==> src/rtl/stopwatch_ctrl.sv <==
// Stopwatch controller: IDLE/RUN/PAUSE/OVF FSM driving a min:sec:ms cascade; all state moves on the falling clock edge.
// Defining STOPWATCH_LAP_EN adds the lap capture handshake (lap_req/lap_ack/lap_valid and lap value registers).
module stopwatch_ctrl #(
    parameter int MS_MAX  = 999,
    parameter int SEC_MAX = 59,
    parameter int MIN_MAX = 59
) (
    input  logic       clk,
    input  logic       rst,
    input  logic       ms_tick,
    input  logic       start,
    input  logic       stop,
    input  logic       clear,
`ifdef STOPWATCH_LAP_EN
    input  logic       lap_req,
    input  logic       lap_ack,
    output logic       lap_valid,
    output logic [9:0] lap_ms,
    output logic [5:0] lap_sec,
    output logic [5:0] lap_min,
`endif
    output logic       running,
    output logic       overflow,
    output logic [9:0] ms_cnt,
    output logic [5:0] sec_cnt,
    output logic [5:0] min_cnt
);

    typedef enum logic [1:0] {
        IDLE  = 2'd0,
        RUN   = 2'd1,
        PAUSE = 2'd2,
        OVF   = 2'd3
    } state_t;

    localparam logic [9:0] MS_TOP  = 10'(MS_MAX);
    localparam logic [5:0] SEC_TOP = 6'(SEC_MAX);
    localparam logic [5:0] MIN_TOP = 6'(MIN_MAX);

    state_t     state_q, state_d;
    logic [9:0] ms_q, ms_d;
    logic [5:0] sec_q, sec_d;
    logic [5:0] min_q, min_d;

    logic count_en;
    logic ms_wrap;
    logic sec_wrap;
    logic at_max;

    // A tick counts in every RUN edge not overridden by clear, including the stop edge;
    // the edge entering RUN starts from IDLE/PAUSE, so it never counts.
    assign count_en = (state_q == RUN) && ms_tick && !clear;
    assign ms_wrap  = (ms_q == MS_TOP);
    assign sec_wrap = (sec_q == SEC_TOP);
    assign at_max   = ms_wrap && sec_wrap && (min_q == MIN_TOP);

    always_ff @(negedge clk or posedge rst) begin
        if (rst) begin
            state_q <= IDLE;
            ms_q    <= '0;
            sec_q   <= '0;
            min_q   <= '0;
        end else begin
            state_q <= state_d;
            ms_q    <= ms_d;
            sec_q   <= sec_d;
            min_q   <= min_d;
        end
    end

    always_comb begin
        state_d = state_q;
        if (clear) begin
            state_d = IDLE;
        end else if (stop) begin
            if (state_q == RUN) state_d = PAUSE;
        end else if (start) begin
            if (state_q == IDLE || state_q == PAUSE) state_d = RUN;
        end
        if (count_en && at_max) state_d = OVF;
    end

    always_comb begin
        ms_d  = ms_q;
        sec_d = sec_q;
        min_d = min_q;
        if (clear) begin
            ms_d  = '0;
            sec_d = '0;
            min_d = '0;
        end else if (count_en && !at_max) begin
            if (ms_wrap) begin
                ms_d = '0;
                if (sec_wrap) begin
                    sec_d = '0;
                    min_d = min_q + 6'd1;
                end else begin
                    sec_d = sec_q + 6'd1;
                end
            end else begin
                ms_d = ms_q + 10'd1;
            end
        end
    end

    always_comb begin
        running  = (state_q == RUN);
        overflow = (state_q == OVF);
    end

    assign ms_cnt  = ms_q;
    assign sec_cnt = sec_q;
    assign min_cnt = min_q;

`ifdef STOPWATCH_LAP_EN
    logic       lap_valid_q, lap_valid_d;
    logic [9:0] lap_ms_q, lap_ms_d;
    logic [5:0] lap_sec_q, lap_sec_d;
    logic [5:0] lap_min_q, lap_min_d;
    logic       lap_cap;

    // An ack on the same edge frees the slot, so a coincident request recaptures.
    assign lap_cap = lap_req && (state_q == RUN || state_q == PAUSE) && (!lap_valid_q || lap_ack);

    always_ff @(negedge clk or posedge rst) begin
        if (rst) begin
            lap_valid_q <= 1'b0;
            lap_ms_q    <= '0;
            lap_sec_q   <= '0;
            lap_min_q   <= '0;
        end else begin
            lap_valid_q <= lap_valid_d;
            lap_ms_q    <= lap_ms_d;
            lap_sec_q   <= lap_sec_d;
            lap_min_q   <= lap_min_d;
        end
    end

    always_comb begin
        lap_valid_d = lap_valid_q;
        lap_ms_d    = lap_ms_q;
        lap_sec_d   = lap_sec_q;
        lap_min_d   = lap_min_q;
        if (clear) begin
            lap_valid_d = 1'b0;
            lap_ms_d    = '0;
            lap_sec_d   = '0;
            lap_min_d   = '0;
        end else if (lap_cap) begin
            lap_valid_d = 1'b1;
            lap_ms_d    = ms_q;
            lap_sec_d   = sec_q;
            lap_min_d   = min_q;
        end else if (lap_ack) begin
            lap_valid_d = 1'b0;
        end
    end

    assign lap_valid = lap_valid_q;
    assign lap_ms    = lap_ms_q;
    assign lap_sec   = lap_sec_q;
    assign lap_min   = lap_min_q;
`endif

endmodule

==> config.mk <==
export PLATFORM = sky130hd
export DESIGN_NAME = stopwatch_ctrl
export DESIGN_NICKNAME = d
export VERILOG_FILES = /design/src/rtl/stopwatch_ctrl.sv
export SDC_FILE = /design/constraint.sdc
export NUM_CORES = 1
export LEC_CHECK = 0
export CAP_MARGIN = 20
export CORE_ASPECT_RATIO = 1.5
export CORE_MARGIN = 3
export CORE_UTILIZATION = 45
export DETAILED_ROUTE_END_ITERATION = 7
export GPL_TIMING_DRIVEN = 0
export PLACE_DENSITY = 0.73
export SLEW_MARGIN = 20
export SYNTH_ARGS = -nofsm -noshare
export SYNTH_HDL_FRONTEND = slang
export SYNTH_SLANG_ARGS = --single-unit
==> constraint.sdc <==
create_clock -name clk -period 1.9 [get_ports clk]
set_clock_uncertainty 0.1 [all_clocks]
set_input_delay 0.57 -clock clk [delete_from_list [all_inputs] [get_ports clk]]
set_output_delay 0.57 -clock clk [all_outputs]
set_load 0.01 [all_outputs]
## Word-level counts from Yosys, hierarchy flattened

Index checks and enable logic that the tools add are counted.

| storage, ports and cells | value |
|---|---|
| register bits after elaboration | 24 |
| input bits | 6 |
| output and inout port bits | 24 |

| operators by class | value |
|---|---|
| $add $sub $neg | 3 |
| equal/unequal tests | 7 |
| muxes and demuxes | 17 |
| reductions and logical operators | 18 |

Operators with widths:

| kind | count |
|---|---|
| $mux 6 | 8 |
| $mux 10 | 3 |
| $add 6x1->6 const B | 2 |
| $eq 6x6->1 const B | 2 |
| $mux 2 | 6 |
| $add 10x1->10 const B | 1 |
| $eq 10x10->1 const B | 1 |
| $reduce_bool 4->1 | 2 |
| $logic_and 1x1->1 | 6 |
| $reduce_and 3->1 | 2 |
| $reduce_bool 2->1 | 3 |
| $eq 2x2->1 const B | 2 |
| $ne 4x1->1 const B | 1 |
| $eq 2x1->1 const B | 1 |
| $logic_not 1->1 | 2 |
| $logic_not 2->1 | 1 |
| $reduce_and 2->1 | 1 |
| $logic_or 1x1->1 | 1 |

## Depth between registers and ports, before layout

Gate-level depths: netlist of run 1.

| logic depth | value |
|---|---|
| depth after elaboration | 7 |
| depth in mapped cells | 8 |

==> out/results.txt, run 1 <==
Total global routing overflow - 0
Finish-stage setup viols - 48
Chip height - 75.2 um
Max_cap viols - 0
Hold Vio Cnt, Final - 0
Worst-Skew Late Latency - 0.28 ns
Layout cell share with drive strength beyond 1 - 0.513
First-pass GRT wire length - 6.47 mm
Worst path max stage delay - 0.46 ns
Top-area cell type share of the netlist area - 0.418
Setup crit end kind - output port
Synth top area cells - dfrtn_1 42%, xnor2_1 5.5%, nor2_1 4.4%
Setup TNS - -27.30 ns
CTS tree - built
CORE AREA - 2970 um2
WL per Instance - 16.4 um
Max Transition Viols Final - 0
Root Buffer - clkbuf_8
Worst-Margin Slew - 0.459 ns
Number of global-route vias before repair - 1374
Post-DP HPWL - 2.48 mm
Die W - 52.1 um
Failing checks - negative setup slack
Initial core utilization - 0.483
Post-layout util - 0.754
Final WL - 4.36 mm
Worst r2r src - min_cnt[0]
Antenna cell count - 0
Worst vdd ir - 0.410 mV
Port Buffers - 28
Crit path DAT - 1.96 ns
Synth unique cells - 46
Worst-path clk slew - 0.06 ns
Worst Path Required - 1.23 ns
Clock Sink Count - 24
Via/cell ratio - 5.54
Largest net degree at the start of global routing - 14
Total die area - 3920 um2
Cts hold-fix bufs - 0
Startpoint types - flop
CP max FO - 3
Tot Pwr - 0.947 mW
DR iter-0 viols - 59
EDFF count, synth - 0
Synth async-reset ratio - 1.00
Sequential fraction of the synthesis area - 0.418
Vias - 1468
Drc violations - 0
IO Pins - 30
Synth area leader - dfrtn_1
Std-Cell Rows - 24
Yosys synthesis warning count - 0
Max Root-Sink Buffers - 2
Routability cong. - 0.818
Gate Count Post-Synth - 148
Crit path cell chain - and2_1 -> buf_2
Flops & latches, synth - 24
CP Class - reg -> out
Top FF cell, synth - dfrtn_1
Area Growth Syn to Fin - 56.0%
Rel. slew slack - 0.693
DRT antenna net count - 0
TritonCTS Buffers - 3
Syn nets - 157
Mapped cell area - 1440 um2
Power Density - 422 nW/um2
Initial antenna violation count - 0
Layout Nets - 236
Tot GR Track Use - 0.221
CP max stage cell - dfrtn_1
Filler cell count in the final layout - 205
HP Start - ms_cnt[0]
First-pass DRT Iterations - 4
Fin worst setup slack - -0.727 ns
Commonest non-fill, non-tap cell in the layout - buf_4
H-tree level count - 1
P_leak - 1.09 nW
Outcome - complete, but fails checks
RSZ-0062 raised after global routing - yes
Path category of the worst min-delay check - reg -> reg
Avg Inst Size Synth - 9.71 um2
Most frequent cells in the layout - 36 x buf_4, 24 x dfrtn_1, 24 x buf_2
Crit path from - state_q[1]
-- critical path, delay by kind of cell, from the launching register on --
family                 cells  cell delay, ns
DFF                        1            0.46
and+or+nand+nor            1            0.14
buffers and inverters      1            0.13
-- synthesized netlist by cell type (all sizes together) (3+ instances only) --
library cell and number:
buf 4, a21oi 7, ha 3, mux2i 4, nand2 15, nand3 9
xnor2 9, a311oi 3, o21ai 3, nor3 6, nor2 22, inv 3
and2 3, dfrtn 24, nand4 3, xor2 4
-- sequential cells by signal, indices dropped and copies added (netlist names) --
name     flops
min_cnt      6
state_q      2
sec_cnt      6
ms_cnt      10
-- power by group --
part	internal, mW	switching [mW]
clock network	0.185	0.165
registers	0.516	0.00246
logic	0.0314	0.0461
total	0.733	0.214
-- path summary, 6_finish.rpt --
check / endpoint / slack [ns] / cells after the start
min reg2reg: ms_cnt[0] / 0.49 / 3
min: ms_cnt[0] / 0.49 / 3
max in group asynchronous: min_cnt[2] / 0.24 / 2
min in group asynchronous: ms_cnt[7] / 1.19 / 2
max: overflow / -0.73 / 2
max reg2reg: ms_cnt[9] / -0.50 / 7
-- logic make-up (layout without fill, tap and decap cells) --
kind of cell	Yosys count	after routing	share of synthesized area
compound gates	21	21	0.109
xor+xnor	13	13	0.0793
fa+ha+maj	3	3	0.0261
buf+inv	9	87	0.0392
flops	24	24	0.418
mux	4	4	0.0279
simple gates	74	74	0.301
-- through the flow --
stage / setup WS [ns] / hold WS (ns) / cell area [um2] / cells
floorplan: -0.744 / 0.419 / 1470 / 148
global placement: -1.34 / 0.400 / 1800 / 215
detailed placement: -1.36 / 0.412 / 1800 / 215
CTS: -0.713 / 0.486 / 2080 / 252
global route: -0.778 / 0.531 / 2240 / 265
finish: -0.727 / 0.489 / 2240 / 265
-- layout make-up --
class	count	area, um2	area share
multi-input cells	115	920	0.410
flip-flops and latches	24	601	0.268
repair buffers	74	551	0.246
clock buffers	4	55.1	0.0246
well taps	39	48.8	0.0218
plain buffers	5	43.8	0.0195
inverters	3	15.0	0.00670
repair inverters	1	7.51	0.00335
-- repair_timing --
item                                    CTS  global route
resized for setup                       129            12
pin swaps                                23            10
buffers inserted                         33            14
endpoints found under the setup margin   72            48
gates cloned                              1             0
-- layer usage --
metal	track usage	wire (um)
met2	0.407	2490
met3	0.0277	120
met1	0.252	1630
met5	0	0
met4	0.0966	106
No activity file was read; power rests on OpenSTA's default activity.
==> run 2: changes to the inputs <==
--- a/config.mk
+++ b/config.mk
@@ -8,10 +8,10 @@
 export CAP_MARGIN = 20
 export CORE_ASPECT_RATIO = 1.5
 export CORE_MARGIN = 3
-export CORE_UTILIZATION = 45
+export CORE_UTILIZATION = 54
 export DETAILED_ROUTE_END_ITERATION = 7
 export GPL_TIMING_DRIVEN = 0
-export PLACE_DENSITY = 0.73
+export PLACE_DENSITY = 0.82
 export SLEW_MARGIN = 20
 export SYNTH_ARGS = -nofsm -noshare
 export SYNTH_HDL_FRONTEND = slang
==> constraint.sdc (replaced) <==
create_clock -name clk -period 3.3 [get_ports clk]
set_clock_uncertainty 0.1 [all_clocks]
set_input_delay 0.99 -clock clk [delete_from_list [all_inputs] [get_ports clk]]
set_output_delay 0.99 -clock clk [all_outputs]
set_load 0.01 [all_outputs]
==> run 2 against run 1 <==
Effect of this change:
- the flow still finishes with violations (negative setup slack)
- routed wire length grew 8.6%
- sequential share of layout area is 0.75 points higher
- first-iteration DRC count rose by 27%
- critical path depth increased by 1
- combinational power decreased by 43%
- flip-flop and latch count stayed put
- worst hold slack better by 0.017 ns
- clock power down 63%
- highest routed layer unchanged
- final area shrank 2.7%
- core utilization is 12 points higher
- largest power group unchanged
- power shrank 50%
- sequential power shrank 42%
==> out/results.txt, run 2 (synthesized netlist as in run 1, its figures left out) <==
Outcome - complete, but fails checks
Failing checks - negative setup slack
Cts hold-fix bufs - 0 (unchanged)
Area Growth Syn to Fin - 51.7%
Chip height - 69.2 um (-8.0%)
Number of buffers and inverters on the critical path - 2 (+1)
CP max stage cell - dfrtn_1
CP max FO - 2 (-1)
Reg power frac - 0.632 (+0.084)
Worst-Skew Late Latency - 0.32 ns (+0.04 ns)
Die W - 48.1 um (-7.7%)
Worst path max stage delay - 0.44 ns (-0.02 ns)
Tot GR Track Use - 0.277 (+0.0558)
Initial antenna violation count - 0 (unchanged)
IO Pins - 30 (unchanged)
Layout Nets - 231 (-2.1%)
Max Root-Sink Buffers - 2 (unchanged)
P_leak - 1.06 nW (-2.6%)
Vias - 1515 (+3.2%)
First-pass GRT wire length - 6.65 mm (+2.9%)
Placed inst area - 1790 um2 (-0.42%)
Largest net degree at the start of global routing - 25 (+11)
Layout cell share with drive strength beyond 1 - 0.509 (-0.00418)
Largest register FFs - 10 (unchanged)
Commonest non-fill, non-tap cell in the layout - buf_4
RSZ-0062 raised after global routing - yes
CTS tree - built
Hold Vio Cnt, Final - 0 (unchanged)
Max_cap viols - 0 (unchanged)
Drc violations - 0 (unchanged)
Finish-stage setup viols - 47 (-2.1%)
Clock Sink Count - 24 (unchanged)
Clock power share - 0.275 (-0.095)
Setup crit end kind - output port
Std-Cell Rows - 22 (-8.3%)
First-pass DRT Iterations - 4 (unchanged)
DRT antenna net count - 0 (unchanged)
Rel. slew slack - 0.649 (-0.0437)
Max Transition Viols Final - 0 (unchanged)
Port Buffers - 28 (unchanged)
Worst Path Required - 2.21 ns (+0.98 ns)
Worst r2r src - min_cnt[1]
P_sw - 0.114 mW (-46%)
Total global routing overflow - 0 (unchanged)
Fin worst setup slack - -0.518 ns (+0.209 ns)
Worst-path clk slew - 0.09 ns (+0.03 ns)
Root Buffer - clkbuf_4
Internal power - 0.359 mW (-51%)
H-tree level count - 1 (unchanged)
CP Class - reg -> out
Final WL - 4.73 mm (+8.6%)
Path category of the worst min-delay check - reg -> reg
CORE AREA - 2500 um2 (-16%)
Crit path cell chain - buf_6 -> and2_4 -> buf_6
Antenna cell count - 0 (unchanged)
Power Density - 217 nW/um2 (-49%)
Sw Share - 0.242 (+0.0160)
CP top delay family - flip-flops
Startpoint types - flop
Post-DP HPWL - 2.43 mm (-1.9%)
Crit path from - state_q[0]
Worst-Margin Slew - 0.525 ns (+0.0660 ns)
Place WS - -1.08 ns (+0.276 ns)
Most frequent cells in the layout - 34 x buf_4, 24 x dfrtn_1, 22 x buf_2
WL per Instance - 18.5 um (+12%)
Via/cell ratio - 5.92 (+6.8%)
TritonCTS Buffers - 3 (unchanged)
Number of global-route vias before repair - 1445 (+5.2%)
Comb pwr share - 0.093 (+0.011)
Routability cong. - 0.839 (+2.6%)
Most frequent CP cell - buf_6
DR iter-0 viols - 75 (+27%)
Initial core utilization - 0.573 (+0.0903)
Design Area, Final - 2180 um2 (-2.7%)
Crit path DAT - 2.73 ns (+0.77 ns)
Worst vdd ir - 0.319 mV (-22%)
HP Start - min_cnt[4]
Total die area - 3330 um2 (-15%)
-- run 2: area by class of cell --
class	count	area [um2]
timing repair buffer	70	527
multi-input combinational	115	926
fill	132	325
inverter	3	15.0
buffer	5	43.8
tap	36	45.0
sequential	24	601
clock buffer	3	22.5
-- run 2: power by group through the flow --
stage / Clock, mW / Combinational (mW) / Sequential, mW
6_report: 0.130 / 0.0440 / 0.299
5_1_grt: 0.141 / 0.0472 / 0.299
4_1_cts: 0.130 / 0.0399 / 0.299
3_5_place_dp: 0 / 0.0318 / 0.305
3_3_place_gp: 0 / 0.0306 / 0.305
2_1_floorplan: 0 / 0.0188 / 0.305
-- run 2: stage by stage --
stage               utilization  cells  hold WS [ns]  TNS, ns  power (mW)
floorplan                     -    148         0.419    -9.13       0.324
global route              0.870    256         0.540   -16.04       0.488
detailed placement        0.715    212         0.417   -46.74       0.337
finish                    0.870    256         0.505   -14.36       0.473
CTS                       0.824    248         0.496   -12.83       0.469
global placement          0.715    212         0.396   -45.25       0.335
-- run 2: worst paths after layout --
kind | to | slack, ns | cells past startpoint
max in group asynchronous | ms_cnt[7] | 0.24 | 2
min in group asynchronous | ms_cnt[8] | 2.52 | 2
max reg2reg | ms_cnt[9] | 0.86 | 7
min reg2reg | min_cnt[4] | 0.51 | 3
min | min_cnt[4] | 0.51 | 3
max | overflow | -0.52 | 3
-- run 2: worst register-to-register path, cell delays in order, from the launching register on --
cell and delay (ns):
dfrtn_1 0.44, buf_4 0.14, ha_1 0.18, nand2_1 0.17, or3_4 0.46, o311ai_1 0.43
xor2_1 0.30, nor2_4 0.07
-- run 2: layer usage --
metal  global-route usage  wire (um)  share of wire
met5                    0          0              0
met4               0.0958        247          0.052
met3               0.0392        276          0.058
met1                0.308       1640           0.35
met2                0.493       2570           0.54
-- run 2: timing repair --
| action | in CTS | in global routing |
|---|---|---|
| endpoints found under the hold margin | 0 | 0 |
| buffers inserted | 34 | 9 |
| cloned | 0 | 0 |
| endpoints found under the setup margin | 72 | 48 |
| gates resized for setup | 128 | 13 |
| pin swaps | 21 | 14 |
